==> src/rtl/oops_mem_arbiter_if.sv <==
// Requester channels plus the single shared physical memory port around oops_mem_arbiter.
// Handshake: ch_read/ch_write are levels held until the one-cycle ch_resp pulse; pmem_read/pmem_write stay high until the one-cycle pmem_resp.
interface oops_mem_arbiter_if #(
    parameter int NUM_CH = 2,
    parameter int ADDR_W = 32,
    parameter int DATA_W = 32
);
    localparam int MBE_W = DATA_W / 8;

    // Requester side
    logic [NUM_CH-1:0]        ch_read;
    logic [NUM_CH-1:0]        ch_write;
    logic [NUM_CH*MBE_W-1:0]  ch_mbe;
    logic [NUM_CH*ADDR_W-1:0] ch_addr;
    logic [NUM_CH*DATA_W-1:0] ch_wdata;
    logic [NUM_CH-1:0]        ch_resp;
    logic [DATA_W-1:0]        ch_rdata;

    // Shared physical memory side
    logic                     pmem_read;
    logic                     pmem_write;
    logic [MBE_W-1:0]         pmem_mbe;
    logic [ADDR_W-1:0]        pmem_addr;
    logic [DATA_W-1:0]        pmem_wdata;
    logic                     pmem_resp;
    logic [DATA_W-1:0]        pmem_rdata;

    // The arbiter itself
    modport slave (
        input  ch_read, ch_write, ch_mbe, ch_addr, ch_wdata,
        input  pmem_resp, pmem_rdata,
        output ch_resp, ch_rdata,
        output pmem_read, pmem_write, pmem_mbe, pmem_addr, pmem_wdata
    );

    // The environment: requesting cores and the physical memory
    modport master (
        output ch_read, ch_write, ch_mbe, ch_addr, ch_wdata,
        output pmem_resp, pmem_rdata,
        input  ch_resp, ch_rdata,
        input  pmem_read, pmem_write, pmem_mbe, pmem_addr, pmem_wdata
    );
endinterface

==> src/rtl/oops_mem_arbiter.sv <==
// N-channel arbiter onto one shared memory port: one transaction in flight, fixed-priority or
// round-robin grant, registered pmem request and a registered one-cycle response to the winner.
module oops_mem_arbiter #(
    parameter int NUM_CH  = 2,
    parameter int ADDR_W  = 32,
    parameter int DATA_W  = 32,
    parameter int RR_MODE = 1,
    localparam int MBE_W  = DATA_W / 8,
    localparam int PTR_W  = (NUM_CH > 1) ? $clog2(NUM_CH) : 1
) (
    input  logic                  clk,
    input  logic                  rst,
    oops_mem_arbiter_if.slave     io_bus,
    output logic [1:0]            o_dbg_state,
    output logic [PTR_W-1:0]      o_dbg_ptr
);

    typedef enum logic [1:0] {
        S_IDLE = 2'd0,
        S_BUSY = 2'd1,
        S_DONE = 2'd2
    } state_t;

    localparam logic [NUM_CH-1:0] ONE_HOT0 = NUM_CH'(1);

    state_t              r_state;
    state_t              w_state_nxt;
    logic                w_take;
    logic                w_finish;

    logic [NUM_CH-1:0]   w_req;
    logic [NUM_CH-1:0]   w_req_rot;
    logic [PTR_W-1:0]    w_grant;
    logic [PTR_W-1:0]    w_ptr_nxt;
    logic                w_grant_wr;

    logic [PTR_W-1:0]    r_ptr;
    logic [PTR_W-1:0]    r_gnt;
    logic                r_op_wr;
    logic [ADDR_W-1:0]   r_addr;
    logic [MBE_W-1:0]    r_mbe;
    logic [DATA_W-1:0]   r_wdata;
    logic [DATA_W-1:0]   r_rdata;
    logic                r_pmem_read;
    logic                r_pmem_write;
    logic [NUM_CH-1:0]   r_ch_resp;

    assign w_req = io_bus.ch_read | io_bus.ch_write;

    // Rotate so that bit k of w_req_rot is channel (r_ptr + k) mod NUM_CH.
    assign w_req_rot = NUM_CH'({w_req, w_req} >> r_ptr);

    always_comb begin : p_winner
        int idx;
        idx     = 0;
        w_grant = '0;
        for (int k = NUM_CH - 1; k >= 0; k--) begin
            if (RR_MODE != 0) begin
                if (w_req_rot[k]) begin
                    idx = int'(r_ptr) + k;
                    if (idx >= NUM_CH) begin
                        idx = idx - NUM_CH;
                    end
                    w_grant = PTR_W'(idx);
                end
            end else if (w_req[k]) begin
                w_grant = PTR_W'(k);
            end
        end
    end

    assign w_ptr_nxt  = (w_grant == PTR_W'(NUM_CH - 1)) ? '0 : w_grant + 1'b1;
    assign w_grant_wr = io_bus.ch_write[w_grant];

    always_ff @(posedge clk or negedge rst) begin
        if (!rst) begin
            r_state <= S_IDLE;
        end else begin
            r_state <= w_state_nxt;
        end
    end

    always_comb begin
        w_state_nxt = r_state;
        w_take      = 1'b0;
        w_finish    = 1'b0;
        case (r_state)
            S_IDLE: begin
                if (|w_req) begin
                    w_take      = 1'b1;
                    w_state_nxt = S_BUSY;
                end
            end
            S_BUSY: begin
                if (io_bus.pmem_resp) begin
                    w_finish    = 1'b1;
                    w_state_nxt = S_DONE;
                end
            end
            S_DONE: begin
                w_state_nxt = S_IDLE;
            end
            default: begin
                w_state_nxt = S_IDLE;
            end
        endcase
    end

    // A write wins over a read when a channel raises both.
    always_ff @(posedge clk or negedge rst) begin
        if (!rst) begin
            r_ptr        <= '0;
            r_gnt        <= '0;
            r_op_wr      <= 1'b0;
            r_addr       <= '0;
            r_mbe        <= '0;
            r_wdata      <= '0;
            r_rdata      <= '0;
            r_pmem_read  <= 1'b0;
            r_pmem_write <= 1'b0;
            r_ch_resp    <= '0;
        end else begin
            r_ch_resp <= '0;
            if (w_take) begin
                r_gnt        <= w_grant;
                r_ptr        <= w_ptr_nxt;
                r_op_wr      <= w_grant_wr;
                r_addr       <= io_bus.ch_addr[w_grant*ADDR_W +: ADDR_W];
                r_mbe        <= io_bus.ch_mbe[w_grant*MBE_W +: MBE_W];
                r_wdata      <= io_bus.ch_wdata[w_grant*DATA_W +: DATA_W];
                r_pmem_read  <= ~w_grant_wr;
                r_pmem_write <= w_grant_wr;
            end
            if (w_finish) begin
                r_pmem_read  <= 1'b0;
                r_pmem_write <= 1'b0;
                r_ch_resp    <= ONE_HOT0 << r_gnt;
                if (!r_op_wr) begin
                    r_rdata <= io_bus.pmem_rdata;
                end
            end
        end
    end

    assign io_bus.pmem_read  = r_pmem_read;
    assign io_bus.pmem_write = r_pmem_write;
    assign io_bus.pmem_addr  = r_addr;
    assign io_bus.pmem_mbe   = r_mbe;
    assign io_bus.pmem_wdata = r_wdata;
    assign io_bus.ch_resp    = r_ch_resp;
    assign io_bus.ch_rdata   = r_rdata;

    assign o_dbg_state = r_state;
    assign o_dbg_ptr   = r_ptr;

endmodule
==> src/flat_wrapper.sv <==
// flat-port wrapper written by rule: the top's interface ports become plain ports
module oops_mem_arbiter_flat 
#(
    parameter int NUM_CH  = 2,
    parameter int ADDR_W  = 32,
    parameter int DATA_W  = 32,
    parameter int RR_MODE = 1,
    localparam int MBE_W  = DATA_W / 8,
    localparam int PTR_W  = (NUM_CH > 1) ? $clog2(NUM_CH) : 1
)
  (clk, rst, o_dbg_state, o_dbg_ptr, io_bus_ch_read, io_bus_ch_write, io_bus_ch_mbe, io_bus_ch_addr, io_bus_ch_wdata, io_bus_pmem_resp, io_bus_pmem_rdata, io_bus_ch_resp, io_bus_ch_rdata, io_bus_pmem_read, io_bus_pmem_write, io_bus_pmem_mbe, io_bus_pmem_addr, io_bus_pmem_wdata);
  oops_mem_arbiter_if #(.NUM_CH(NUM_CH), .ADDR_W(ADDR_W), .DATA_W(DATA_W)) io_bus_i ();
  input  logic clk;
  input  logic rst;
  output logic [1:0] o_dbg_state;
  output logic [PTR_W-1:0] o_dbg_ptr;
  input wire logic [$bits(io_bus_i.ch_read)-1:0] io_bus_ch_read;
  input wire logic [$bits(io_bus_i.ch_write)-1:0] io_bus_ch_write;
  input wire logic [$bits(io_bus_i.ch_mbe)-1:0] io_bus_ch_mbe;
  input wire logic [$bits(io_bus_i.ch_addr)-1:0] io_bus_ch_addr;
  input wire logic [$bits(io_bus_i.ch_wdata)-1:0] io_bus_ch_wdata;
  input wire logic [$bits(io_bus_i.pmem_resp)-1:0] io_bus_pmem_resp;
  input wire logic [$bits(io_bus_i.pmem_rdata)-1:0] io_bus_pmem_rdata;
  output wire logic [$bits(io_bus_i.ch_resp)-1:0] io_bus_ch_resp;
  output wire logic [$bits(io_bus_i.ch_rdata)-1:0] io_bus_ch_rdata;
  output wire logic [$bits(io_bus_i.pmem_read)-1:0] io_bus_pmem_read;
  output wire logic [$bits(io_bus_i.pmem_write)-1:0] io_bus_pmem_write;
  output wire logic [$bits(io_bus_i.pmem_mbe)-1:0] io_bus_pmem_mbe;
  output wire logic [$bits(io_bus_i.pmem_addr)-1:0] io_bus_pmem_addr;
  output wire logic [$bits(io_bus_i.pmem_wdata)-1:0] io_bus_pmem_wdata;
  assign io_bus_i.ch_read = io_bus_ch_read;
  assign io_bus_i.ch_write = io_bus_ch_write;
  assign io_bus_i.ch_mbe = io_bus_ch_mbe;
  assign io_bus_i.ch_addr = io_bus_ch_addr;
  assign io_bus_i.ch_wdata = io_bus_ch_wdata;
  assign io_bus_i.pmem_resp = io_bus_pmem_resp;
  assign io_bus_i.pmem_rdata = io_bus_pmem_rdata;
  assign io_bus_ch_resp = io_bus_i.ch_resp;
  assign io_bus_ch_rdata = io_bus_i.ch_rdata;
  assign io_bus_pmem_read = io_bus_i.pmem_read;
  assign io_bus_pmem_write = io_bus_i.pmem_write;
  assign io_bus_pmem_mbe = io_bus_i.pmem_mbe;
  assign io_bus_pmem_addr = io_bus_i.pmem_addr;
  assign io_bus_pmem_wdata = io_bus_i.pmem_wdata;
  oops_mem_arbiter #(.NUM_CH(NUM_CH), .ADDR_W(ADDR_W), .DATA_W(DATA_W), .RR_MODE(RR_MODE)) u_core (.clk(clk), .rst(rst), .io_bus(io_bus_i), .o_dbg_state(o_dbg_state), .o_dbg_ptr(o_dbg_ptr));
endmodule
==> config.mk <==
export PLATFORM = sky130hd
export DESIGN_NAME = oops_mem_arbiter_flat
export DESIGN_NICKNAME = d
export VERILOG_FILES = /design/src/rtl/oops_mem_arbiter_if.sv /design/src/rtl/oops_mem_arbiter.sv /design/src/flat_wrapper.sv
export SDC_FILE = /design/constraint.sdc
export NUM_CORES = 1
export LEC_CHECK = 0
export ABC_AREA = 1
export CELL_PAD_IN_SITES_DETAIL_PLACEMENT = 1
export CELL_PAD_IN_SITES_GLOBAL_PLACEMENT = 1
export CORE_ASPECT_RATIO = 0.8
export CORE_UTILIZATION = 29
export CTS_CLUSTER_SIZE = 28
export DETAILED_ROUTE_END_ITERATION = 7
export PLACE_DENSITY = 0.95
export SETUP_SLACK_MARGIN = 0.02
export SYNTH_ARGS = -nofsm -noshare
export SYNTH_HDL_FRONTEND = slang
export SYNTH_SLANG_ARGS = --single-unit
export TNS_END_PERCENT = 20
==> constraint.sdc <==
create_clock -name clk -period 2.5 [get_ports clk]
set_input_delay 0.25 -clock clk [delete_from_list [all_inputs] [get_ports clk]]
set_output_delay 0.25 -clock clk [all_outputs]
set_load 0.01 [all_outputs]
==> results of run 1 <==
==> through the flow <==
step           cells   util  setup WS, ns  cell area [µm²]
2_1_floorplan    547      -          1.16             4820
3_3_place_gp    1019  0.487         0.679             7790
3_5_place_dp    1019  0.487         0.542             7790
4_1_cts         1035  0.508         0.880             8120
5_1_grt         1035  0.508         0.776             8120
6_report        1035  0.508         0.899             8120
==> area by class of cell <==
type | instances | area (µm²) | share of cell area
inverter | 39 | 146 | 0.0180
tap | 215 | 269 | 0.0331
multi-input combinational | 363 | 1730 | 0.212
timing repair buffer | 294 | 2940 | 0.361
clock buffer | 9 | 225 | 0.0277
clock inverter | 6 | 95.1 | 0.0117
sequential | 109 | 2730 | 0.336
==> metal layers <==
metal / routed length (µm) / share of wire / track usage / up-vias
met2: 8640 / 0.49 / 0.359 / 205
met5: 0 / 0 / 0 / -
li1: - / - / - / 2291
met4: 276 / 0.016 / 0.0540 / 0
met3: 1280 / 0.073 / 0.0588 / 20
met1: 7330 / 0.42 / 0.251 / 2345
==> timing repair <==
| action | 4_1_cts | 5_1_grt |
|---|---|---|
| endpoints found under the setup margin | 0 | 0 |
| endpoints found under the hold margin | 30 | 0 |
| hold buffers | 1 | 0 |
==> synthesized netlist by cell type, drive strengths merged <==
cell    count  area (µm²)
nand2     181         684
or2         1        6.26
buf        36         228
nand3     137         686
o31ai       1        7.51
dfrtp     109        2730
a21oi       2        10.0
o21ai      33         285
inv        39         146
o21bai      1        7.51
nor2        7        36.3
==> flip-flops by register name (all words and copies together) (netlist names) <==
signal	count
u_core.io_bus.pmem_mbe	4
u_core.o_dbg_state	2
u_core.r_gnt	1
u_core.o_dbg_ptr	1
u_core.io_bus.ch_resp	2
u_core.io_bus.pmem_wdata	32
u_core.io_bus.pmem_write	1
u_core.r_op_wr	1
u_core.io_bus.pmem_read	1
u_core.io_bus.pmem_addr	32
u_core.io_bus.ch_rdata	32
==> worst paths after layout <==
path | startpoint | end | slack (ns) | depth (start not counted)
worst min-delay path | rst | u_core.io_bus.pmem_wdata[29] | 0.41 | 2
worst max register to register | u_core.o_dbg_state[0] | u_core.io_bus.ch_rdata[7] | 0.91 | 7
worst min register to register | u_core.r_gnt | u_core.io_bus.ch_resp[0] | 0.44 | 1
min in group clk | u_core.r_gnt | u_core.io_bus.ch_resp[0] | 0.44 | 1
max in group asynchronous | rst | u_core.io_bus.pmem_addr[29] | 1.37 | 3
worst max-delay path | io_bus_ch_write[0] | u_core.io_bus.pmem_addr[12] | 0.90 | 7
==> cell families (layout without fill, tap and decap cells) <==
| group | Yosys count | in the layout | synth area share |
|---|---|---|---|
| AO/OA/AOI/OAI | 37 | 37 | 0.0643 |
| flip-flops | 109 | 109 | 0.565 |
| buffers and inverters | 75 | 348 | 0.0775 |
| AND/OR/NAND/NOR | 326 | 326 | 0.293 |
==> worst register-to-register path, stage by stage, from the launching register on <==
cell,delay (ns)
dfrtp_1,0.38
inv_1,0.07
nor2_2,0.09
nand2_2,0.10
or2_2,0.33
buf_4,0.28
nand2_1,0.16
o21ai_2,0.06
==> power by group <==
part,leakage [nW],internal (mW),switching [mW]
combinational,2.16,2.36,2.46
clock,0.156,0.885,0.672
sequential,1.35,2.61,0.482
total,3.67,5.86,3.61
==> impl_metrics.py, run 1 <==
metrics = {
    "floorplan": {
        "die_area_mm2": 0.0172,
        "core_area_mm2": 0.0160,
        "io_pins": 282,
        "rows": 41,
        "die_width_um": 146,
        "die_h_um": 117,
        "start_util": 0.301,
    },
    "sta": {
        "setup_viol_count_final": 0,
        "fin_tns_setup_ns": 0,
        "slew_violations": 0,
        "worstMarginPinSlew_ns": 0.545,
        "finalHoldViolCount": 0,
        "post-route-min-period_ns": 1.60,
        "skew_ns": 0.0114,
        "fin_crit_sh": 0.641,
        "rsz0062_at_grt": "false",
        "slew_headroom": 0.637,
        "fin_hold_ws_ns": 0.411,
        "fmax_ghz": 0.624,
    },
    "drt": {
        "drt_iter0_markers": 192,
        "routed-via-count": 4861,
        "totalWireLength_um": 17500,
        "ant_nets": 0,
        "drtPass1Iterations": 4,
        "vias_per_cell": 4.70,
        "drc_errors": 0,
        "wire_per_inst_um": 16.9,
    },
    "global_routing": {
        "grt_pass1_wl_um": 27800,
        "grt_overflow": 0,
        "antenna_found_initial": 0,
        "grt_max_degree": 72,
        "grt_pass1_vias": 5007,
        "grt_usage": 0.207,
    },
    "setup_path": {
        "crit_chain": "clkdlybuf4s50_1, o21ai_1, nand2_2, nor2_4, buf_4, nand2_1, nand3_1",
        "cp.arrival_ns": 1.87,
        "critPathMaxFanout": 44,
        "cp_slowest_cell": "clkdlybuf4s50_1",
        "critPathKind": "in2reg",
        "worst-endpoint-required_ns": 2.77,
        "max_stage_delay_ns": 0.44,
        "critPathLaunchType": "input port",
        "critPathBufInv": 2,
        "cp-end-kind": "register",
        "cp_top_family": "buffers and inverters",
    },
    "power_and_ir_drop": {
        "ir_worst_vdd_v": 0.000575,
        "power_mw": 9.47,
        "powerDensity_mw_per_mm2": 1170,
        "p_leak_nw": 3.67,
    },
    "clocking": {
        "cts_resized": 0,
        "path_clk_slew_ns": 0.07,
        "cts_post_setup_buffers_inserted": 0,
        "clockBufferDepth": 2,
        "insertion_delay_ns": 0.34,
        "root_buffer": "clkbuf_16",
        "cts_tree": "yes",
        "cts_sinks": 109,
        "cts_buffers": 9,
        "h-tree-depth": 3,
    },
    "outcome": {
        "outcome": "complete, no violations",
    },
    "placed_design": {
        "io_buffers": 281,
        "dpl.hpwl_um": 13000,
        "gp_congestion": 0.790,
    },
    "final_layout": {
        "nFillCells": 1880,
        "most-common-layout-cells": "clkdlybuf4s50_1, nand2_1, nand3_1, dfrtp_1, inv_1",
        "layout-drive-gt1-share": 0.0817,
        "n_antenna_cell": 0,
        "layout_commonest_cell": "clkdlybuf4s50_1",
        "syn2layout_area_growth_pct": 68.4,
        "final_nets": 991,
    },
    "synthesis": {
        "ys_seq_area_frac": 0.565,
        "yosys_register_bits": 109,
        "synth_cell_types": 19,
        "synthCells": 547,
        "syn_area_per_cell_um2": 8.82,
        "syn_nets": 722,
        "syn_area_mm2": 0.00482,
        "ys_warn_count": 0,
    },
    "min_path": {
        "worstHoldPathType": "in2async",
    },
    "flow_run": {
        "maxCapViolCount": 0,
    },
}
(Power assumes the default switching activity.)
==> run 2: changes to the inputs <==
--- a/config.mk
+++ b/config.mk
@@ -9,10 +9,10 @@
 export CELL_PAD_IN_SITES_DETAIL_PLACEMENT = 1
 export CELL_PAD_IN_SITES_GLOBAL_PLACEMENT = 1
 export CORE_ASPECT_RATIO = 0.8
-export CORE_UTILIZATION = 29
+export CORE_UTILIZATION = 24
 export CTS_CLUSTER_SIZE = 28
 export DETAILED_ROUTE_END_ITERATION = 7
-export PLACE_DENSITY = 0.95
+export PLACE_DENSITY = 0.86
 export SETUP_SLACK_MARGIN = 0.02
 export SYNTH_ARGS = -nofsm -noshare
 export SYNTH_HDL_FRONTEND = slang
==> constraint.sdc (replaced) <==
create_clock -name clk -period 1.3 [get_ports clk]
set_input_delay 0.13 -clock clk [delete_from_list [all_inputs] [get_ports clk]]
set_output_delay 0.13 -clock clk [all_outputs]
set_load 0.01 [all_outputs]
==> impl_metrics.py, run 2 (synthesized netlist as in run 1, its figures left out) <==
metrics = {
    "placed_design": {
        "gp_congestion": 0.823,
        "dpl.hpwl_um": 13700,
        "place_ws_ns": -0.316,
        "io_buffers": 281,
        "dp_cells": 1074,
    },
    "floorplan": {
        "die_area_mm2": 0.0207,
        "start_util": 0.250,
        "io_pins": 282,
        "die_h_um": 129,
        "die_width_um": 161,
        "core_area_mm2": 0.0193,
        "rows": 45,
    },
    "final_layout": {
        "nFillCells": 2254,
        "syn2layout_area_growth_pct": 80.2,
        "finish.utilization": 0.450,
        "most-common-layout-cells": "clkdlybuf4s50_1, nand2_1, nand3_1, dfrtp_1, dlygate4sd2_1",
        "finalNonFillerCells": 1106,
        "layout_commonest_cell": "clkdlybuf4s50_1",
        "final_nets": 1018,
        "layout-drive-gt1-share": 0.160,
        "n_antenna_cell": 0,
    },
    "setup_path": {
        "critPathMaxFanout": 8,
        "cp.arrival_ns": 1.66,
        "cp-end-kind": "register",
        "worst-endpoint-required_ns": 1.55,
        "critPathLaunchType": "register",
        "critPathKind": "reg2reg",
    },
    "sta": {
        "slew_violations": 0,
        "post-route-min-period_ns": 1.41,
        "finalHoldViolCount": 0,
        "fmax_ghz": 0.708,
        "rsz0062_at_grt": "true",
        "fin_ws_ns": -0.113,
        "worstMarginPinSlew_ns": 0.325,
        "skew_ns": 0.00931,
        "setup_viol_count_final": 100,
        "fin_crit_sh": 1.09,
        "slew_headroom": 0.783,
        "fin_hold_ws_ns": 0.217,
    },
    "global_routing": {
        "grt_max_degree": 56,
        "grt_usage": 0.190,
        "antenna_found_initial": 0,
        "grt_overflow": 0,
        "grt_pass1_wl_um": 30200,
        "grt_pass1_vias": 5518,
    },
    "power_and_ir_drop": {
        "p_leak_nw": 4.20,
        "powerDensity_mw_per_mm2": 2170,
        "power_mw": 18.8,
        "ir_worst_vdd_v": 0.000735,
    },
    "clocking": {
        "cts_buffers": 9,
        "insertion_delay_ns": 0.36,
        "path_clk_slew_ns": 0.08,
        "clockBufferDepth": 2,
        "cts_tree": "yes",
        "h-tree-depth": 3,
        "root_buffer": "clkbuf_16",
        "cts_sinks": 109,
    },
    "drt": {
        "drc_errors": 0,
        "totalWireLength_um": 20500,
        "vias_per_cell": 4.57,
        "drtPass1Iterations": 4,
        "wire_per_inst_um": 18.5,
        "routed-via-count": 5058,
        "drt_iter0_markers": 283,
        "ant_nets": 0,
    },
    "flow_run": {
        "maxCapViolCount": 0,
    },
    "outcome": {
        "outcome": "complete, but fails checks",
        "violations": "setup timing",
    },
    "min_path": {
        "worstHoldPathType": "in2async",
    },
}
## run 2: changes by cell type in the layout (fill, tap and decap cells not counted), moves of 4 or more
cell,before,now
buf_12,2,10
buf_16,0,4
buf_4,11,18
clkbuf_16,9,15
clkdlybuf4s50_1,280,173
dlygate4sd2_1,0,106
nand2_1,178,142
nand2_2,3,24
nand2_4,0,15
## run 2: final cells by class
class / instances / area, µm² / area share
clock buffer: 11 / 253 / 0.0291
timing repair buffer: 321 / 3290 / 0.379
clock inverter: 5 / 42.5 / 0.00489
inverter: 39 / 151 / 0.0174
tap: 258 / 323 / 0.0371
sequential: 109 / 2730 / 0.314
multi-input combinational: 363 / 1900 / 0.219
## run 2: where the power goes
part	leakage, nW	switching [mW]	internal [mW]
combinational	2.71	5.31	4.69
clock	0.143	1.37	1.43
sequential	1.35	1.01	5.02
total	4.20	7.70	11.1
## run 2: path summary, 6_finish.rpt
| kind | startpoint | endpoint | slack (ns) | cells past startpoint |
|---|---|---|---|---|
| max | u_core.o_dbg_state[0] | u_core.io_bus.ch_rdata[5] | -0.11 | 7 |
| max reg2reg | u_core.o_dbg_state[0] | u_core.io_bus.ch_rdata[5] | -0.11 | 7 |
| min | rst | u_core.io_bus.pmem_addr[22] | 0.22 | 2 |
| min in group clk | io_bus_pmem_rdata[29] | u_core.io_bus.ch_rdata[29] | 0.32 | 3 |
| min reg2reg | u_core.r_gnt | u_core.io_bus.ch_resp[0] | 0.42 | 1 |
| max in group asynchronous | rst | u_core.io_bus.pmem_addr[31] | 0.54 | 3 |
## run 2: critical path, cell delays in order, from the launching register on
cell and delay (ns):
dfrtp_1 0.39, inv_2 0.05, nor2_2 0.11, nand2_2 0.06, or2_4 0.36, clkbuf_16 0.22
nand2_2 0.07, o21ai_2 0.05
## run 2: per-layer routing
layer	GRT usage	vias to the layer above	routed length, µm
met5	0	-	0
met4	0.0538	0	396
met3	0.0609	26	1560
met2	0.325	205	9910
met1	0.229	2467	8600
li1	-	2360	-
## run 2: through the flow
stage          TNS (ns)  instance area [µm²]
4_1_cts           -4.69                 8400
5_1_grt          -14.14                 8690
2_1_floorplan    -0.924                 4820
3_3_place_gp     -22.44                 8030
6_report          -7.07                 8690
3_5_place_dp     -27.78                 8030
## run 2: repair_timing
| item | CTS | global route |
|---|---|---|
| hold buffers | 1 | 0 |
| endpoints found under the hold margin | 109 | 0 |
| gates resized for setup | 133 | 42 |
| endpoints found under the setup margin | 211 | 104 |
| setup buffers | 3 | 2 |
| cloned | 5 | 6 |
| pin swaps | 1 | 6 |
==> run 3: changes to the inputs <==
--- a/config.mk
+++ b/config.mk
@@ -8,7 +8,8 @@
 export ABC_AREA = 1
 export CELL_PAD_IN_SITES_DETAIL_PLACEMENT = 1
 export CELL_PAD_IN_SITES_GLOBAL_PLACEMENT = 1
-export CORE_ASPECT_RATIO = 0.8
+export CORE_ASPECT_RATIO = 1.1
+export CORE_MARGIN = 1
 export CORE_UTILIZATION = 24
 export CTS_CLUSTER_SIZE = 28
 export DETAILED_ROUTE_END_ITERATION = 7
==> impl_metrics.py, run 3 (synthesized netlist as in run 1, its figures left out) <==
metrics = {
    "final_layout": {
        "layout_commonest_cell": "clkdlybuf4s50_1",
        "final_area_mm2": 0.00980,
        "syn2layout_area_growth_pct": 103,
        "most-common-layout-cells": "clkdlybuf4s50_1, nand2_1, dfrtp_1, dlygate4sd2_1, nand3_2",
        "nFillCells": 2169,
        "layout-drive-gt1-share": 0.303,
        "final_nets": 1045,
        "finish.utilization": 0.495,
    },
    "power_and_ir_drop": {
        "pwr-share-comb": 0.608,
        "powerDensity_mw_per_mm2": 2290,
        "p_leak_nw": 4.80,
        "internal_power_mw": 13.3,
        "power_switching_share": 0.408,
        "p_clk_frac": 0.124,
        "power_mw": 22.5,
        "power_switching_mw": 9.18,
        "p_seq_frac": 0.267,
        "ir_worst_vdd_v": 0.000946,
    },
    "global_routing": {
        "grt_usage": 0.210,
        "grt_pass1_vias": 5766,
        "grt_max_degree": 57,
        "antenna_found_initial": 1,
        "grt_overflow": 0,
        "grt_pass1_wl_um": 31900,
    },
    "placed_design": {
        "io_buffers": 281,
        "dpl.hpwl_um": 13200,
        "gp_congestion": 0.736,
        "dpl_cell_area_mm2": 0.00808,
    },
    "flow_run": {
        "maxCapViolCount": 0,
    },
    "sta": {
        "finalHoldViolCount": 0,
        "slew_headroom": 0.775,
        "fin_ws_ns": -0.128,
        "skew_ns": 0.0133,
        "slew_violations": 0,
        "fin_hold_ws_ns": 0.179,
        "setup_viol_count_final": 106,
        "rsz0062_at_grt": "true",
        "worstMarginPinSlew_ns": 0.338,
        "fmax_ghz": 0.700,
        "post-route-min-period_ns": 1.43,
        "fin_crit_sh": 1.10,
    },
    "floorplan": {
        "start_util": 0.244,
        "rows": 54,
        "io_pins": 282,
        "die_h_um": 151,
        "die_area_mm2": 0.0207,
        "die_width_um": 137,
        "core_area_mm2": 0.0198,
    },
    "drt": {
        "totalWireLength_um": 23100,
        "drt_iter0_markers": 141,
        "drtPass1Iterations": 6,
        "vias_per_cell": 4.68,
        "ant_nets": 0,
        "drc_errors": 0,
        "wire_per_inst_um": 20.4,
        "routed-via-count": 5276,
    },
    "setup_path": {
        "reg2reg_from": "u_core.o_dbg_state[1]",
        "reg2reg_depth": 7,
        "cp-end-kind": "register",
        "critPathLaunchType": "register",
        "critPathKind": "reg2reg",
        "r2r-end": "u_core.io_bus.pmem_wdata[3]",
        "cp.arrival_ns": 1.67,
        "worst-endpoint-required_ns": 1.55,
        "critPathMaxFanout": 7,
        "r2r_slack_ns": -0.13,
    },
    "min_path": {
        "worstHoldPathType": "in2async",
    },
    "outcome": {
        "outcome": "complete, but fails checks",
        "violations": "setup timing",
    },
    "clocking": {
        "insertion_delay_ns": 0.36,
        "clockBufferDepth": 2,
        "h-tree-depth": 3,
        "path_clk_slew_ns": 0.08,
        "cts_sinks": 109,
        "root_buffer": "clkbuf_16",
        "cts_tree": "yes",
        "cts_buffers": 9,
    },
}
==> run 3: changes by cell type in the layout (fill, tap and decap cells not counted), moves of 7 or more <==
cell	before	now
buf_12	10	17
buf_16	4	16
nand2_1	142	117
nand2_2	24	46
nand3_1	136	62
nand3_2	1	73
==> run 3: how the worst max path moves through the flow <==
stage | startpoint | end | slack (ns) | cells after the start
2_1_floorplan | u_core.o_dbg_state[1] | u_core.io_bus.ch_rdata[23] | -0.04 | 7
3_3_place_gp | io_bus_ch_write[0] | u_core.io_bus.pmem_addr[18] | -0.27 | 7
3_5_place_dp | io_bus_ch_write[0] | u_core.io_bus.pmem_wdata[3] | -0.34 | 7
4_1_cts | u_core.o_dbg_state[0] | u_core.io_bus.pmem_addr[18] | -0.15 | 8
5_1_grt | u_core.o_dbg_state[1] | u_core.io_bus.pmem_wdata[14] | -0.19 | 7
6_report | u_core.o_dbg_state[1] | u_core.io_bus.pmem_wdata[3] | -0.13 | 7
==> run 3: per-layer routing <==
layer	track usage	vias up	wire length, µm
met5	0	-	0
li1	-	2422	-
met3	0.0599	62	1760
met1	0.231	2555	8960
met2	0.370	237	11400
met4	0.0929	0	897
==> run 3: through the flow <==
stage               setup WS [ns]  TNS (ns)  instances
finish                     -0.128     -8.32       1128
global route               -0.185    -14.17       1128
CTS                        -0.150     -9.50       1122
detailed placement         -0.338    -29.56       1071
global placement           -0.267    -24.73       1071
floorplan                 -0.0358    -0.924        547
==> run 3: layout make-up <==
type                    count  area, µm²  share of cell area
clock inverters             4       32.5             0.00332
clock buffers              12        256              0.0262
diodes                      1       2.50            0.000255
well taps                 252        315              0.0322
multi-input cells         363       2390               0.244
flip-flops and latches    109       2730               0.278
inverters                  39        159              0.0162
repair buffers            348       3920               0.400
==> run 3: critical path: stages (launching register included) <==
cell	delay, ns
dfrtp_1	0.43
nor2_4	0.16
nand2_4	0.08
buf_8	0.15
buf_12	0.15
buf_12	0.15
nand2_1	0.10
nand3_2	0.09
==> run 3: power groups by stage <==
stage | combinational [mW] | clock [mW] | sequential [mW]
after floorplan | 3.72 | 0 | 6.62
after global placement | 9.70 | 0 | 5.89
after detailed placement | 10.0 | 0 | 5.95
after CTS | 12.4 | 2.83 | 5.92
after global routing | 14.6 | 2.95 | 6.23
final | 13.7 | 2.79 | 6.01
==> run 3: timing repair <==
item / CTS / global route
cloned: 16 / 7
buffers inserted: 18 / 2
endpoints found under the hold margin: 109 / 0
hold buffers: 1 / 0
resized for setup: 223 / 103
setup endpoints to repair: 212 / 106
pin swaps: 20 / 19
